===== src/rtl/multicycle_ctrl.sv =====
// Multi-cycle CPU control sequencer: fetch/decode/exec/mem/writeback with ready
// handshakes, illegal-opcode and memory-timeout traps, and bring-up counters.
module multicycle_ctrl #(
  parameter int unsigned TIMEOUT = 16,
  parameter int unsigned CNT_W   = 32
) (
  input  logic             clk,
  input  logic             reset,
  input  logic             run,
  input  logic [6:0]       opcode,
  input  logic             alu_zero,
  input  logic             imem_ready,
  input  logic             dmem_ready,
  output logic             imem_req,
  output logic             dmem_req,
  output logic             ir_write,
  output logic             pc_inc,
  output logic             pc_branch,
  output logic             mem_read,
  output logic             mem_write,
  output logic             reg_write,
  output logic             alu_src,
  output logic             mem_to_reg,
  output logic [1:0]       alu_op,
  output logic             busy,
  output logic             trap,
  output logic [1:0]       trap_cause,
  output logic [2:0]       state,
  output logic [CNT_W-1:0] cycle_count,
  output logic [CNT_W-1:0] instr_count
);

  localparam int unsigned TMO_W = $clog2(TIMEOUT + 1);

  typedef enum logic [2:0] {
    S_IDLE   = 3'd0,
    S_FETCH  = 3'd1,
    S_DECODE = 3'd2,
    S_EXEC   = 3'd3,
    S_MEM    = 3'd4,
    S_WB     = 3'd5,
    S_TRAP   = 3'd6
  } state_t;

  typedef enum logic [2:0] {
    C_NONE   = 3'd0,
    C_R      = 3'd1,
    C_I      = 3'd2,
    C_LOAD   = 3'd3,
    C_STORE  = 3'd4,
    C_BRANCH = 3'd5
  } cls_t;

  state_t           cur, nxt;
  cls_t             cls, cls_nxt;
  logic [1:0]       cause, cause_nxt;
  logic [TMO_W-1:0] tmo;
  logic             tmo_hit;
  logic             stay;
  logic             retire;

  // Ready would be missing for the TIMEOUT-th cycle if it is still low now.
  assign tmo_hit = (tmo == TMO_W'(TIMEOUT - 1));
  assign stay    = (nxt == cur) && ((cur == S_FETCH) || (cur == S_MEM));

  always_ff @(posedge clk or negedge reset) begin
    if (!reset) begin
      cur         <= S_IDLE;
      cls         <= C_NONE;
      cause       <= 2'b00;
      tmo         <= '0;
      cycle_count <= '0;
      instr_count <= '0;
    end else begin
      cur   <= nxt;
      cls   <= cls_nxt;
      cause <= cause_nxt;
      if (stay) tmo <= tmo + TMO_W'(1);
      else      tmo <= '0;
      if ((cur != S_IDLE) && (cur != S_TRAP)) cycle_count <= cycle_count + CNT_W'(1);
      if (retire) instr_count <= instr_count + CNT_W'(1);
    end
  end

  always_comb begin
    nxt        = cur;
    cls_nxt    = cls;
    cause_nxt  = cause;
    retire     = 1'b0;
    imem_req   = 1'b0;
    dmem_req   = 1'b0;
    ir_write   = 1'b0;
    pc_inc     = 1'b0;
    pc_branch  = 1'b0;
    mem_read   = 1'b0;
    mem_write  = 1'b0;
    reg_write  = 1'b0;
    alu_src    = 1'b0;
    mem_to_reg = 1'b0;
    alu_op     = 2'b00;

    case (cur)
      S_IDLE: if (run) nxt = S_FETCH;

      S_FETCH: begin
        imem_req = 1'b1;
        if (imem_ready) begin
          ir_write = 1'b1;
          pc_inc   = 1'b1;
          nxt      = S_DECODE;
        end else if (tmo_hit) begin
          nxt       = S_TRAP;
          cause_nxt = 2'b10;
        end
      end

      S_DECODE: begin
        nxt = S_EXEC;
        case (opcode)
          7'b0110011: cls_nxt = C_R;
          7'b0010011: cls_nxt = C_I;
          7'b0000011: cls_nxt = C_LOAD;
          7'b0100011: cls_nxt = C_STORE;
          7'b1100011: cls_nxt = C_BRANCH;
          default: begin
            cls_nxt   = C_NONE;
            nxt       = S_TRAP;
            cause_nxt = 2'b01;
          end
        endcase
      end

      S_EXEC: begin
        case (cls)
          C_R: begin
            alu_op = 2'b10;
            nxt    = S_WB;
          end
          C_I: begin
            alu_op  = 2'b10;
            alu_src = 1'b1;
            nxt     = S_WB;
          end
          C_LOAD, C_STORE: begin
            alu_src = 1'b1;
            nxt     = S_MEM;
          end
          C_BRANCH: begin
            alu_op    = 2'b01;
            pc_branch = alu_zero;
            retire    = 1'b1;
          end
          default: nxt = S_IDLE;
        endcase
      end

      S_MEM: begin
        dmem_req  = 1'b1;
        alu_src   = 1'b1;
        mem_read  = (cls == C_LOAD);
        mem_write = (cls == C_STORE);
        if (dmem_ready) begin
          if (cls == C_LOAD) nxt = S_WB;
          else               retire = 1'b1;
        end else if (tmo_hit) begin
          nxt       = S_TRAP;
          cause_nxt = 2'b10;
        end
      end

      S_WB: begin
        reg_write  = 1'b1;
        mem_to_reg = (cls == C_LOAD);
        retire     = 1'b1;
      end

      S_TRAP: nxt = S_TRAP;

      default: nxt = S_IDLE;
    endcase

    // run is only sampled at retirement, so an instruction in flight always completes.
    if (retire) nxt = run ? S_FETCH : S_IDLE;
  end

  assign busy       = (cur != S_IDLE) && (cur != S_TRAP);
  assign trap       = (cur == S_TRAP);
  assign trap_cause = cause;
  assign state      = cur;

endmodule


===== config.mk =====
export PLATFORM = sky130hd
export DESIGN_NAME = multicycle_ctrl
export DESIGN_NICKNAME = d
export VERILOG_FILES = /design/src/rtl/multicycle_ctrl.sv
export SDC_FILE = /design/constraint.sdc
export NUM_CORES = 1
export LEC_CHECK = 0
export BUFFER_PORTS_ARGS = -buffer_cell sky130_fd_sc_hd__buf_2
export CAP_MARGIN = 20
export CELL_PAD_IN_SITES_DETAIL_PLACEMENT = 1
export CELL_PAD_IN_SITES_GLOBAL_PLACEMENT = 2
export CORE_MARGIN = 1.5
export CORE_UTILIZATION = 33
export DETAILED_ROUTE_END_ITERATION = 16
export MAX_ROUTING_LAYER = met4
export PLACE_DENSITY = 0.81
export REMOVE_ABC_BUFFERS = 1
export SLEW_MARGIN = 25
export SYNTH_ARGS = -nofsm -noshare
export SYNTH_HDL_FRONTEND = slang
export SYNTH_SLANG_ARGS = --single-unit

===== constraint.sdc =====
create_clock -name clk -period 2.9 [get_ports clk]
set_clock_uncertainty 0.2 [all_clocks]
set_input_delay 0.29 -clock clk [delete_from_list [all_inputs] [get_ports clk]]
set_output_delay 0.29 -clock clk [all_outputs]
set_load 0.005 [all_outputs]

# After elaboration in Yosys (flattened, before gate mapping)
# Index checks and enable logic that the tools add are counted.
[word_totals]
register_bits = 77
in_bits = 13
out_inout_bits = 83
wordCells = 77
[op_classes]
n_addsub = 3
n_eq_ne = 22
n_mux = 35
reduce_logical = 11
[ops]
columns = ["operator", "count"]
rows = [
  ["$add A32 B1 Y32 const B", 2],
  ["$mux W3", 7],
  ["$pmux W3 S7", 1],
  ["$eq A3 B3 Y1 const B", 5],
  ["$mux W1", 15],
  ["$pmux W3 S5", 1],
  ["$eq A7 B6 Y1 const B", 2],
  ["$eq A3 B2 Y1 const B", 4],
  ["$mux W2", 5],
  ["$pmux W3 S3", 1],
  ["$eq A7 B2 Y1 const B", 1],
  ["$eq A7 B5 Y1 const B", 1],
  ["$eq A7 B7 Y1 const B", 1],
  ["$eq A3 B1 Y1 const B", 2],
  ["$ne A2 B2 Y1 const B", 3],
  ["$pmux W2 S3", 1],
  ["$reduce_bool A3 Y1", 2],
  ["$add A5 B1 Y5 const B", 1],
  ["$eq A5 B4 Y1 const B", 1],
  ["$mux W5", 1],
  ["$reduce_or A5 Y1", 1],
  ["$pmux W2 S2", 1],
  ["$reduce_and A4 Y1", 1],
  ["$reduce_or A2 Y1", 2],
  ["8 further kinds", 9],
]

# Logic depth before layout (Yosys ltp)
[logic_depth]
word_depth = 8
mapped_depth = 8
mapped_depth_nobuf = 8

# Worst setup path after synthesis
# OpenSTA, ideal clock, no wires.
[synth_timing]
kind = "reg2reg"
from = "register instr_count[4]"
to = "register instr_count[28]"
setup_ns = 0.079
t_arrival_ns = 2.152
t_required_ns = 2.621
path_slack_ns = 0.469
path_stages_with_launch = 8
n_path_buf = 2
period_less_slack_ns = 2.431
path_cell_list = "dfrtp_1 -> nand4_4 -> or4_4 -> buf_6 -> or3_1 -> buf_6 -> nor4b_2 -> xor2_1"
[synth_between]
elab_chain_cells = 1
[synth_rtl]
columns = ["element", "line", "source"]
rows = [
  ["from (decl)", "30", "output logic [CNT_W-1:0] instr_count"],
  ["from (signal assigned)", "81", "if (retire) instr_count <= instr_count + CNT_W'(1);"],
  ["$add A32 B1 Y32", "81", ""],
]
# No other way between the ends.
# A chain may end at the register's enable or synchronous reset.

# Worst setup path in the final report
[layout_timing]
from = "register cur[2], in the netlist state[2]"
to = "register tmo[2]"
[layout_between]
elab_chain_cells = 7
elab_cells_between_ends = 20
classes_between = "7 x eq/ne; 10 x mux; 3 x reduce/logical"
[layout_rtl]
columns = ["element", "line", "source"]
rows = [
  ["from (decl)", "54", "state_t cur, nxt;"],
  ["from (signal assigned)", "75", "cur <= nxt;"],
  ["$mux W3, on equally long branches", "111, 165, 163", ""],
  ["$mux W3, on equally long branches", "162, 107", ""],
  ["$pmux W3 S7", "102", "case (cur)"],
  ["$mux W3", "183", "if (retire) nxt = run ? S_FETCH : S_IDLE;"],
  ["$eq A3 B3 Y1", "64", "assign stay = (nxt == cur) && ((cur == S_FETCH) || (cur == S_MEM));"],
  ["$logic_and A1 B1 Y1 (*)", "64", ""],
  ["$mux W5 (*)", "78", "if (stay) tmo <= tmo + TMO_W'(1);"],
  ["to (signal assigned)", "78", ""],
  ["to (decl)", "57", "logic [TMO_W-1:0] tmo;"],
]
# Every way passes the cells marked *; elsewhere a longest branch is shown, timed or not.

==> reports/results.md <==
- completed — status
- 0 — Final Hold Fails
- 0 — max_cap viols
- 0 ps — post-route setup TNS
- 60 ps — Clock transition at path regs
- 0.00483 mm^2 — final instance area
- 661 ps — actual transition at the worst max-transition pin
- 0 — number of gates given a new drive strength after cts
- 14 — top fanout value on the critical path
- sky130_fd_sc_hd__clkbuf_16 — Root Buffer
- 560 ps — max incr delay on CP
- 3 — number of levels in the clock H-tree
- 0.000299 V — peak ir drop on the vdd network
- 2670 ps — final critical delay including setup and external delays
- 3470 uW — power consumption
- 92.1% — part of the cycle the worst path needs
- 10.0 um^2 — mean instance size in the synthesized netlist
- 77 — register bit total from synthesis
- 56.0% — headroom to the max-slew limit
- 39 — site row count
- 0.0114 mm^2 — Core Footprint
- 0 — count of antenna diodes in the layout
- 0 — Yosys Warn Count
- 95 — number of port buffers
- 0.00385 mm^2 — synthesized area
- 0 — post-route ant nets
- sky130_fd_sc_hd__dfrtp_1 — dominant cell type by area after synthesis
- input port to register — hold crit path type
- 3224 — DR vias
- sky130_fd_sc_hd__dfrtp_1 — most instantiated flip-flop cell in the synthesis netlist
- 7500 um — detailed-placement wirelength estimate
- 0.00451 mm^2 — post-placement cell area
- done — TritonCTS clock tree
- 17300 um — global-route wire length before repair
- 77 — sinks on the clock net
- 616 — Placed Instances
- 26.1% — fraction of final layout cells sized beyond drive strength 1
- sky130_fd_sc_hd__dfrtp_1 — most instantiated library cell after synthesis
- 111 um — y dimension of the die
- 48 — Distinct cells, synth
- 2 — largest buffer count on any clock path
- 9 — total CTS buffers
- register to register — category of the most critical setup path
- 111 um — Die Width
- register — kind of end point of the critical path
- 110 — number of design-rule violations left by the first detailed-router iteration
- 5.09 — detail-routed via count per cell
- false — RSZ-0062 raised after global routing
- 720 mW/mm^2 — power per cell area
- 25.3% — signed area change from the synthesized netlist to the final layout
- 16.0 um — routed length per placed instance
- 96 — Top-Level Pins
- 384 — Synth Instances
- 0 — count of unresolved DRC violations after routing
- register — element type at the critical path start
- 504 — Layout Nets
- 3372 — number of global-route vias before repair
- 0.0123 mm^2 — die footprint
- 0 — number of buffers inserted by post-CTS setup repair
- 0.00248 uW — leakage
- 100% — share of synthesized registers carrying an async set or reset
- 0.374 GHz — max frequency
- sky130_fd_sc_hd__dfrtp_1 (77), sky130_fd_sc_hd__xor2_1 (35), sky130_fd_sc_hd__nand2_1 (32) — top cell types by occurrence after synthesis
- 0 — max-slew violation count
- 0 — count of flip-flops with a built-in enable after synthesis
- 0 — Final Setup Violations
- sky130_fd_sc_hd__or3b_2 — crit path max-delay cell type
- 10200 um — detailed-route wire length
- 0 — Congestion Overflow GR
- 42.3% — utilization of the core after routing
- 634 — count of placed standard cells in the final layout, fillers left out
- 50.0% — register area share after synthesis
- 2660 ps — Arr. time, crit path
- 50.0% — fraction of synthesized cell area taken by the top area cell type
- 1331 — Filler Cell Count
- or3b_2 > a2111oi_0 > a211oi_1 > o31ai_1 > nor2_1 — Cell Chain, Critical Path
- 330 ps — clock latency on the worst-skew pair
- 7 — number of optimization iterations in the first detailed-route pass
- 0.812 — placer congestion estimate
- sky130_fd_sc_hd__dfrtp_1 (50%), sky130_fd_sc_hd__xor2_1 (8.0%), sky130_fd_sc_hd__xnor2_1 (7.0%) — leading cell types by total area after synthesis
- 2890 ps — required time at the endpoint of the critical path
- 17.9% — global router's overall resource usage
- 33.7% — initial standard-cell utilization of the core
- 50 — maximum number of pins on one net before global-route repair
- 0 — antenna violations before repair
-- final timing paths --
| check | depth (start not counted) | to | startpoint | slack, ps |
|---|---|---|---|---|
| max | 5 | tmo[2] | state[2] | 230 |
| min | 3 | state[0] | run | 80 |
| max reg2reg | 5 | tmo[2] | state[2] | 230 |
| min reg2reg | 1 | tmo[0] | tmo[0] | 260 |
| max in group asynchronous | 3 | instr_count[31] | reset | 1460 |
| min in group asynchronous | 2 | instr_count[6] | reset | 350 |
-- worst max-delay path: cells and delay by family (launching register included) --
family / cells / cell delay, ps
and+or+nand+nor: 2 / 680
AOI/OAI and AO/OA: 3 / 1140
DFF: 1 / 500
-- metal layers --
layer / GRT usage, % / share of wire [%] / vias to the layer above
li1: - / - / 1518
met1: 21.7 / 44 / 1618
met2: 30.1 / 50 / 78
met3: 4.16 / 4.8 / 10
met4: 4.89 / 0.99 / 0
met5: - / 0 / -
-- power by group --
part / leakage, uW / switching [uW] / internal [uW]
clock: 0.000145 / 432 / 684
sequential: 0.00102 / 198 / 1220
combinational: 0.00131 / 521 / 421
-- registers in the layout, indices dropped and copies added, names as in the netlist --
signal,count
cycle_count,32
state,3
tmo,5
trap_cause,2
instr_count,32
cls,3
-- cell type report --
type,instances,area [um^2],share of cell area (%)
Clock buffer,11,243,5.03
Clock inverter,4,48.8,1.01
Inverter,20,75.1,1.56
Multi-Input combinational cell,271,1770,36.7
Sequential cell,77,1930,39.9
Tap cell,143,179,3.71
Timing Repair Buffer,108,583,12.1
-- kinds of logic (layout without fill, tap and decap cells) --
group,count (synthesis),count (layout),synth area share [%]
simple gates,164,164,22.9
flops,77,77,50.0
xor+xnor,66,66,15.0
buf+inv,36,143,3.99
compound gates,34,34,5.98
fa+ha+maj,4,4,1.30
mux,3,3,0.844
-- layout by cell type, fill, tap and decap left out, types with 3 or more instances in the layout --
master / count
sky130_fd_sc_hd__nand2_1: 32
sky130_fd_sc_hd__nor4_1: 9
sky130_fd_sc_hd__or3_1: 3
sky130_fd_sc_hd__nand2b_1: 5
sky130_fd_sc_hd__dfrtp_1: 77
sky130_fd_sc_hd__a21oi_1: 6
sky130_fd_sc_hd__buf_4: 11
sky130_fd_sc_hd__nand3_1: 23
sky130_fd_sc_hd__nand4_1: 11
sky130_fd_sc_hd__buf_2: 94
sky130_fd_sc_hd__and2_1: 3
sky130_fd_sc_hd__and4_1: 4
sky130_fd_sc_hd__dlygate4sd3_1: 3
sky130_fd_sc_hd__and3_1: 9
sky130_fd_sc_hd__clkbuf_16: 9
sky130_fd_sc_hd__inv_1: 20
sky130_fd_sc_hd__nor2_1: 29
sky130_fd_sc_hd__nor2b_1: 6
sky130_fd_sc_hd__xnor2_1: 31
sky130_fd_sc_hd__ha_1: 4
sky130_fd_sc_hd__xor2_1: 35
sky130_fd_sc_hd__nor3_1: 18
sky130_fd_sc_hd__o21ai_0: 9
-- metrics by stage --
| step | worst slack [ps] | hold WS (ps) |
|---|---|---|
| after detailed placement | 253 | 160 |
| after floorplan | 477 | -206 |
| after global routing | 69.4 | 118 |
| after CTS | 218 | 54.8 |
| after global placement | 339 | 164 |
| final | 229 | 76.2 |
-- timing repair --
item	4_1_cts	5_1_grt
endpoints found under the setup margin	0	0
hold buffers	3	0
hold endpoints to repair	48	0
No activity file was read; power rests on OpenSTA's default activity.
